[src/rtl/ooo_pkg.sv]
`default_nettype none
// ============================================================================
//  Package     : ooo_pkg
//  Description : Shared types and constants for the out-of-order issue stage:
//                the renamed micro-op payload, the issue-queue entry, the
//                functional-unit select codes and default sizes.
//  Revision    : 1.0  initial release
// ============================================================================
package ooo_pkg;

    localparam int DEPTH_DEFAULT = 8;
    localparam int PREG_DEFAULT  = 128;
    localparam int TAG_W         = 7;

    // Functional-unit select codes; each indexes one bit of fu_ready.
    localparam logic [2:0] FU_ALU   = 3'd0;
    localparam logic [2:0] FU_MUL   = 3'd1;
    localparam logic [2:0] FU_DIV   = 3'd2;
    localparam logic [2:0] FU_BR    = 3'd3;
    localparam logic [2:0] FU_CSR   = 3'd4;
    localparam logic [2:0] FU_FPU   = 3'd5;
    localparam logic [2:0] FU_LOAD  = 3'd6;
    localparam logic [2:0] FU_STORE = 3'd7;

    typedef struct packed {
        logic [31:0]      pc;
        logic [31:0]      inst;
        logic [31:0]      imm;
        logic [6:0]       op;
        logic [2:0]       f3;
        logic [6:0]       f7;
        logic [TAG_W-1:0] P_rs1;
        logic [TAG_W-1:0] P_rs2;
        logic [TAG_W-1:0] P_rd;
        logic [2:0]       fu_sel;
        logic [4:0]       rob_idx;
        logic [3:0]       LQ_tail;
        logic [3:0]       SQ_tail;
        logic             jump;
    } payload_t;

    typedef struct packed {
        logic     valid;
        logic     rs1_rdy;
        logic     rs2_rdy;
        payload_t pl;
    } iq_entry_t;

endpackage
`default_nettype wire

[src/rtl/busy_table.sv]
`default_nettype none
// ============================================================================
//  Module      : busy_table
//  Description : Physical-register busy bits. One set port (rename of a new
//                destination), one clear port (writeback), a global flush and
//                two combinational readiness ports that already account for a
//                same-cycle writeback of the tag being read.
//  Ports       : clk, rst          clock, async active-high reset
//                i_set_en/_tag     mark a tag busy at the next edge
//                i_clr_en/_tag     mark a tag ready at the next edge
//                i_flush           clear every bit at the next edge
//                i_rd{0,1}_tag     source tags to look up
//                o_rd{0,1}_rdy     source is available (or being woken now)
//  Revision    : 1.0  initial release
// ============================================================================
module busy_table #(
    parameter int PREG  = 128,
    parameter int TAG_W = $clog2(PREG)
) (
    input  logic             clk,
    input  logic             rst,
    input  logic             i_set_en,
    input  logic [TAG_W-1:0] i_set_tag,
    input  logic             i_clr_en,
    input  logic [TAG_W-1:0] i_clr_tag,
    input  logic             i_flush,
    input  logic [TAG_W-1:0] i_rd0_tag,
    input  logic [TAG_W-1:0] i_rd1_tag,
    output logic             o_rd0_rdy,
    output logic             o_rd1_rdy
);

    logic [PREG-1:0] r_busy;
    logic [PREG-1:0] w_busy_nxt;

    // Clear is applied before set so a rename of a tag that is being written
    // back in the same cycle leaves the tag busy for the new producer.
    always_comb begin
        w_busy_nxt = r_busy;
        if (i_flush) begin
            w_busy_nxt = '0;
        end else begin
            if (i_clr_en) w_busy_nxt[i_clr_tag] = 1'b0;
            if (i_set_en && (i_set_tag != '0)) w_busy_nxt[i_set_tag] = 1'b1;
        end
        w_busy_nxt[0] = 1'b0;
    end

    always_ff @(posedge clk or posedge rst) begin
        if (rst) r_busy <= '0;
        else     r_busy <= w_busy_nxt;
    end

    assign o_rd0_rdy = !r_busy[i_rd0_tag] || (i_clr_en && (i_clr_tag == i_rd0_tag))
                       || (i_rd0_tag == '0);
    assign o_rd1_rdy = !r_busy[i_rd1_tag] || (i_clr_en && (i_clr_tag == i_rd1_tag))
                       || (i_rd1_tag == '0);

endmodule
`default_nettype wire

[src/rtl/issue_queue.sv]
`default_nettype none
// ============================================================================
//  Module      : issue_queue
//  Description : Age-ordered collapsing issue queue. Accepts one renamed
//                micro-op per cycle, wakes sources on writeback broadcasts and
//                issues the oldest ready op whose functional unit is free.
//  Ports       : clk, rst          clock, async active-high reset
//                DC_valid/in_data  micro-op from dispatch
//                IS_ready          queue has a free slot (count < DEPTH)
//                wb_valid/wb_P_rd  writeback wakeup broadcast
//                fu_ready          per-fu_sel accept
//                mispredict        flush queue and busy table
//                IS_valid/out_data issued micro-op (payload zero when idle)
//  Revision    : 1.0  initial release
// ============================================================================
module issue_queue
    import ooo_pkg::*;
#(
    parameter int DEPTH = DEPTH_DEFAULT,
    parameter int PREG  = PREG_DEFAULT
) (
    input  logic             clk,
    input  logic             rst,
    input  logic             DC_valid,
    input  payload_t         DC_in_data,
    output logic             IS_ready,
    input  logic             wb_valid,
    input  logic [TAG_W-1:0] wb_P_rd,
    input  logic [7:0]       fu_ready,
    input  logic             mispredict,
    output logic             IS_valid,
    output payload_t         IS_out_data
);

    localparam int c_CNT_W = $clog2(DEPTH) + 1;

    iq_entry_t          r_q [DEPTH];
    logic [c_CNT_W-1:0] r_count;

    iq_entry_t          w_ext   [DEPTH+1];
    iq_entry_t          w_q_nxt [DEPTH];
    logic [c_CNT_W-1:0] w_count_nxt;
    logic [c_CNT_W-1:0] w_ins_pos;
    logic [c_CNT_W-1:0] w_sel_idx;
    logic               w_sel_found;
    logic               w_issue;
    logic               w_ins;
    logic               w_rs1_rdy;
    logic               w_rs2_rdy;
    payload_t           w_sel_pl;

    busy_table #(
        .PREG  (PREG),
        .TAG_W (TAG_W)
    ) u_busy (
        .clk       (clk),
        .rst       (rst),
        .i_set_en  (w_ins),
        .i_set_tag (DC_in_data.P_rd),
        .i_clr_en  (wb_valid),
        .i_clr_tag (wb_P_rd),
        .i_flush   (mispredict),
        .i_rd0_tag (DC_in_data.P_rs1),
        .i_rd1_tag (DC_in_data.P_rs2),
        .o_rd0_rdy (w_rs1_rdy),
        .o_rd1_rdy (w_rs2_rdy)
    );

    assign IS_ready = (r_count < c_CNT_W'(DEPTH));
    assign w_ins    = DC_valid && IS_ready && !mispredict;

    // Priority encoder over registered entries only: a wakeup seen this cycle
    // becomes visible to select at the next edge.
    always_comb begin
        w_sel_found = 1'b0;
        w_sel_idx   = '0;
        w_sel_pl    = '0;
        for (int i = DEPTH - 1; i >= 0; i--) begin
            if (r_q[i].valid && r_q[i].rs1_rdy && r_q[i].rs2_rdy && fu_ready[r_q[i].pl.fu_sel]) begin
                w_sel_found = 1'b1;
                w_sel_idx   = c_CNT_W'(i);
                w_sel_pl    = r_q[i].pl;
            end
        end
    end

    assign w_issue     = w_sel_found && !mispredict;
    assign IS_valid    = w_issue;
    assign IS_out_data = w_issue ? w_sel_pl : '0;
    assign w_ins_pos   = r_count - c_CNT_W'(w_issue);
    assign w_count_nxt = r_count + c_CNT_W'(w_ins) - c_CNT_W'(w_issue);

    // Next queue image: apply wakeup, collapse over the issued slot, then
    // drop the new op into the first free slot after the collapse.
    always_comb begin
        for (int i = 0; i < DEPTH; i++) begin
            w_ext[i] = r_q[i];
            if (wb_valid && (r_q[i].pl.P_rs1 == wb_P_rd)) w_ext[i].rs1_rdy = 1'b1;
            if (wb_valid && (r_q[i].pl.P_rs2 == wb_P_rd)) w_ext[i].rs2_rdy = 1'b1;
        end
        w_ext[DEPTH] = '0;
        for (int i = 0; i < DEPTH; i++) begin
            if (w_issue && (c_CNT_W'(i) >= w_sel_idx)) w_q_nxt[i] = w_ext[i+1];
            else                                       w_q_nxt[i] = w_ext[i];
            if (w_ins && (c_CNT_W'(i) == w_ins_pos)) begin
                w_q_nxt[i] = '{valid: 1'b1, rs1_rdy: w_rs1_rdy, rs2_rdy: w_rs2_rdy, pl: DC_in_data};
            end
        end
    end

    always_ff @(posedge clk or posedge rst) begin
        if (rst) begin
            r_count <= '0;
            for (int i = 0; i < DEPTH; i++) r_q[i] <= '0;
        end else if (mispredict) begin
            r_count <= '0;
            for (int i = 0; i < DEPTH; i++) r_q[i] <= '0;
        end else begin
            r_count <= w_count_nxt;
            for (int i = 0; i < DEPTH; i++) r_q[i] <= w_q_nxt[i];
        end
    end

endmodule
`default_nettype wire
[config.mk]
export PLATFORM = sky130hd
export DESIGN_NAME = issue_queue
export DESIGN_NICKNAME = d
export VERILOG_FILES = /design/src/rtl/ooo_pkg.sv /design/src/rtl/busy_table.sv /design/src/rtl/issue_queue.sv
export SDC_FILE = /design/constraint.sdc
export NUM_CORES = 2
export LEC_CHECK = 0
export BUFFER_PORTS_ARGS = -buffer_cell sky130_fd_sc_hd__buf_2
export CAP_MARGIN = 30
export CORE_MARGIN = 2
export CORE_UTILIZATION = 35
export CTS_CLUSTER_SIZE = 24
export DETAILED_ROUTE_END_ITERATION = 12
export PLACE_DENSITY = 0.52
export SYNTH_ARGS = -nofsm -noshare
export SYNTH_HDL_FRONTEND = slang
export SYNTH_SLANG_ARGS = --single-unit
[constraint.sdc]
create_clock -name clk -period 75.1 [get_ports clk]
set_input_delay 11.265 -clock clk [delete_from_list [all_inputs] [get_ports clk]]
set_output_delay 11.265 -clock clk [all_outputs]
set_load 0.005 [all_outputs]
After elaboration in Yosys (flattened, before gate mapping) --
Cells that the tools add are included.
Word-level totals: input port bits 171, memory bits (writable) 0, bits in read-only memories 0, bits in latches 0, memories 0, output and inout bits 153, logic and storage cells 364, bits in registers 1363
Cells by class: shift-type cells 0, divide/modulo/power cells 0, mux-type cells 87, multipliers 0, equal/unequal tests 25, reduce and logical (&&, ||, !) cells 85, magnitude comparators 23, $add $sub $neg 3, bitwise gates (word level) 3
Operator list (count):
- $mux W154 | 16
- $mux W151 | 9
- $mux W1232 | 1
- $mux W128 | 4
- $and A128 B128 Y128 | 1
- $not A128 Y128 | 1
- $or A128 B128 Y128 | 1
- $eq A7 B7 Y1 | 18
- $logic_and A1 B1 Y1 | 64
- $mux W1 | 36
- $lt A3 B4 Y1 const B | 8
- $lt A7 B8 Y1 const B | 4
- $mux W4 | 8
- $bmux W1 S3 | 8
- $reduce_bool A3 Y1 | 8
- $eq A3 B4 Y1 const A | 4
- $ge A3 B4 Y1 const A | 4
- $bmux W1 S7 | 2
- $demux W1 S7 | 2
- $ge A7 B1 Y1 const B | 2
- $logic_not A7 Y1 | 2
- $eq A2 B4 Y1 const A | 2
- $ge A1 B4 Y1 const A | 2
- $ge A2 B4 Y1 const A | 2
- other kinds (10) | 17

Longest topological paths before layout --
word-level depth 17, mapped depth 21, gate-level depth less buffers 14

Modules after synthesis --
From an unflattened synthesis, not the netlist that was laid out.
Unflattened totals: cell total of the unflattened synthesis 8850, area total of the unflattened synthesis 76364.5 µm²
By module, submodules not included:
- issue_queue | area each 68426.9 µm², sequential area each 30929.7 µm², times used 1, cells an instance 7981
- busy_table | area each 7937.6 µm², sequential area each 3178.0 µm², times used 1, cells an instance 869

Worst setup path after synthesis --
OpenSTA, ideal clock, no wires.
path type input to output, start input port fu_ready[3], end output port IS_valid, path buffers 4, arrival 13777 ps, stages on the path 11, setup slack 50058 ps, required time 63835 ps, cells stage by stage mux4_2 a22o_1 buf_2 a211o_1 buf_2 nor3_4 nand4_1 nand2_1 clkbuf_1 clkbuf_1 inv_1
On the way: longest elaborated chain between the ends 12, elaborated cells on any way between the ends 33, those cells by class mux (24); reduce/logical (9)
RTL lines:
- start, declared | RTL line issue_queue.sv:29 | input logic [7:0] fu_ready,
- $bmux W1 S3 | RTL line issue_queue.sv:79 | if (r_q[i].valid && r_q[i].rs1_rdy && r_q[i].rs2_rdy && fu_ready[r_q[i].pl.fu_sel]) begin
- $mux W1 (not written as such) | RTL line issue_queue.sv:79
- $logic_and A1 B1 Y1 | RTL line issue_queue.sv:79
- $mux W1 (7 in series) | RTL line issue_queue.sv:79
- $mux W1 * | RTL line issue_queue.sv:79
- $logic_and A1 B1 Y1 * | RTL line issue_queue.sv:87 | assign w_issue = w_sel_found && !mispredict;
- end, declared | RTL line issue_queue.sv:31 | output logic IS_valid,
Mark *: on every way between the ends. The rest lies on a longest branch, timed or not. The select of a mux whose other input is x is not followed.

==> impl_metrics.ini <==
[cells_and_area]
fill_cells = 22100
syn2layout_area_growth_pct = 11.3
final_util_pct = 39.2
layoutNonFillerInstCount = 11500
drive_above_1_share_pct = 10.7
nets = 8580

[die]
die_h_um = 477
fp-row-count = 173
ioPinCount = 324
die_area_um2 = 228000
initial_core_util_pct = 35.2
coreArea_um2 = 223000
die_w_um = 477

[placed_design]
place_ws_ns = 47.92
dp_hpwl_mm = 186
globalplace.congestion = 0.833
dp_cells = 11200
io_buffer_count = 323

[yosys]
yosys_warnings = 0
ys_types = 66
synth_top_area_share_pct = 43.5
ys.flop_type = dfrtp_1
syn_avg_cell_area_um2 = 8.88
yosysMostFrequentCell = nand2_1
synthArstFlopShare_pct = 100
netlist_top_cells_count = 1487 x nand2_1, 1363 x dfrtp_1, 821 x clkbuf_1, 783 x nor2_1, 633 x o21ai_0
synthTopCellsByArea = dfrtp_1 44%, nand2_1 7.1%, mux2i_1 6.4%
syn-instance-count = 8828
synth-edff-count = 0
postSynthNetCount = 9008
syn_area_um2 = 78400
synth_top_cell_by_area = dfrtp_1
seq_area_frac_synth_pct = 43.5
ys_ff_latch = 1363

[run_status]
status = finished clean

[cts]
cts_buffers = 165
tritoncts = yes
postCtsSetupBuffers = 0
clk_latency_ns = 0.88
hold_buffers = 0
clock_path_buffers = 3
h-tree-depth = 4
clkTransAtPathRegs_ns = 0.06
cts_resized = 0
clock_sinks = 1363
root_buffer = clkbuf_16

[timing]
worst_pin_slew_ns = 1.41
relSlewSlack_pct = 5.95
hold_viol = 0
worst_slack_ns = 47.75
period_minus_slack_ns = 27.35
fmax_mhz = 36.6
finClkSkew_ns = 0.0738
rsz0062_at_grt = no
drv_slew = 0
setup_violations = 0
min_period_over_period_pct = 36.4
tns_ns = 0

[global_route]
grt_pass1_wl_mm = 493
antenna_found_initial = 24
grt_busiest_layer = met2
grt_max_degree = 213
grt_use_met3_pct = 5.64
grt_use_total_pct = 28.1
grt_pass1_vias = 71700
grt_overflow = 0
grt_use_met2_pct = 41.8
grt_util_met1_pct = 40.6

[drt]
vias = 73500
vias_per_cell = 6.38
wl_mm = 331
ant_nets = 0
first_pass_iters = 10
drc = 0
routedWlPerCell_um = 28.7
drt-initial-drc-count = 8678

[critical_path]
arrival_ns = 16.08
startpoint_type = input port
path_cells = buf_2, mux4_2, nor2_1, or3_4, buf_4, buf_4, nand3_1, a211oi_1, o221ai_1, a21oi_1, buf_2
critPathRequiredTime_ns = 63.83
rrSetupSlack_ns = 66.27
max_stage_delay_ns = 0.90
critPathMaxFanout = 57
cp_slowest_cell = buf_4
crit_type = input port to output pin
end_kind = output pin

[hold_path]
hp-class = flip-flop to flip-flop

[pwr]
finalPower_uw = 1810
power.density_nw_per_um2 = 20.7
p_leak_uw = 0.0345
vdd_drop_max_mv = 0.0228

[job]
max_cap_violations = 0
-- power breakdown --
part | leakage, uW | internal (uW) | switching [uW]
Sequential | 0.0190 | 769 | 26.9
Clock | 0.00276 | 481 | 358
Combinational | 0.0128 | 47.1 | 127
Total | 0.0345 | 1300 | 512
-- critical path, delay by kind of cell --
family,cells,cell delay [ns]
AOI/OAI and AO/OA,3,1.07
buffers and inverters,4,2.01
muxes,1,0.49
and+or+nand+nor,3,1.11
-- area by class of cell --
class	instances	area, um2	area share [%]
Timing Repair Buffer	494	3490	4.00
Antenna cell	14	35.0	0.0401
Clock inverter	55	724	0.830
Multi-Input combinational cell	6352	40200	46.1
Inverter	24	97.6	0.112
Clock buffer	242	4880	5.59
Tap cell	2975	3720	4.27
Sequential cell	1363	34100	39.1
-- per-stage QoR --
| stage | area (um2) | hold WS [ns] |
|---|---|---|
| global placement | 81000 | 0.486 |
| detailed placement | 81400 | 0.494 |
| global route | 87200 | 0.529 |
| floorplan | 78400 | 0.466 |
| finish | 87300 | 0.512 |
| CTS | 87000 | 0.507 |
-- cell families after synthesis --
group                      after synthesis  share of synthesized area [%]
DFF                                   1363                           43.5
adders and majority gates                9                          0.153
buffers and inverters                 1113                           5.61
xor gates and xnor gates               131                           1.46
AOI/OAI and AO/OA                     2770                           25.0
and+or+nand+nor                       2844                           15.2
muxes                                  598                           9.09
-- worst paths after layout --
| path | startpoint | end | cells past startpoint |
|---|---|---|---|
| worst max-delay path | fu_ready[4] | IS_out_data[7] | 11 |
| worst min-delay path | r_q[153]$_DFFE_PP0P_ | r_q[153]$_DFFE_PP0P_ | 1 |
| worst max register to register | r_q[322]$_DFFE_PP0P_ | r_q[561]$_DFFE_PP0P_ | 18 |
| worst min register to register | r_q[153]$_DFFE_PP0P_ | r_q[153]$_DFFE_PP0P_ | 1 |
| max in group asynchronous | rst | r_q[1206]$_DFFE_PP0P_ | 7 |
| min in group asynchronous | rst | r_q[983]$_DFFE_PP0P_ | 2 |
-- state kept, by name (all words and copies together), names as in the netlist --
register       cells
r_q             1232
u_busy.r_busy    127
r_count            4
-- routing by layer --
layer / share of wire (%) / vias to the layer above
li1: - / 31500
met1: 44 / 37500
met2: 44 / 3901
met3: 9.0 / 561
met4: 2.9 / 12
met5: 0.021 / -
-- layout by cell type (no fill, tap or decap), drive strengths merged, types with 87 or more instances in the layout --
cell / n
nand2: 1487
dfrtp: 1363
nor2: 783
o21ai: 634
a311oi: 560
mux2i: 500
buf: 494
a21oi: 456
a211oi: 454
nand3: 321
clkbuf: 242
nor3b: 157
a22o: 153
o221ai: 149
a221o: 149
o21bai: 147
mux4: 90
xor2: 87
(Power assumes the default switching activity.)
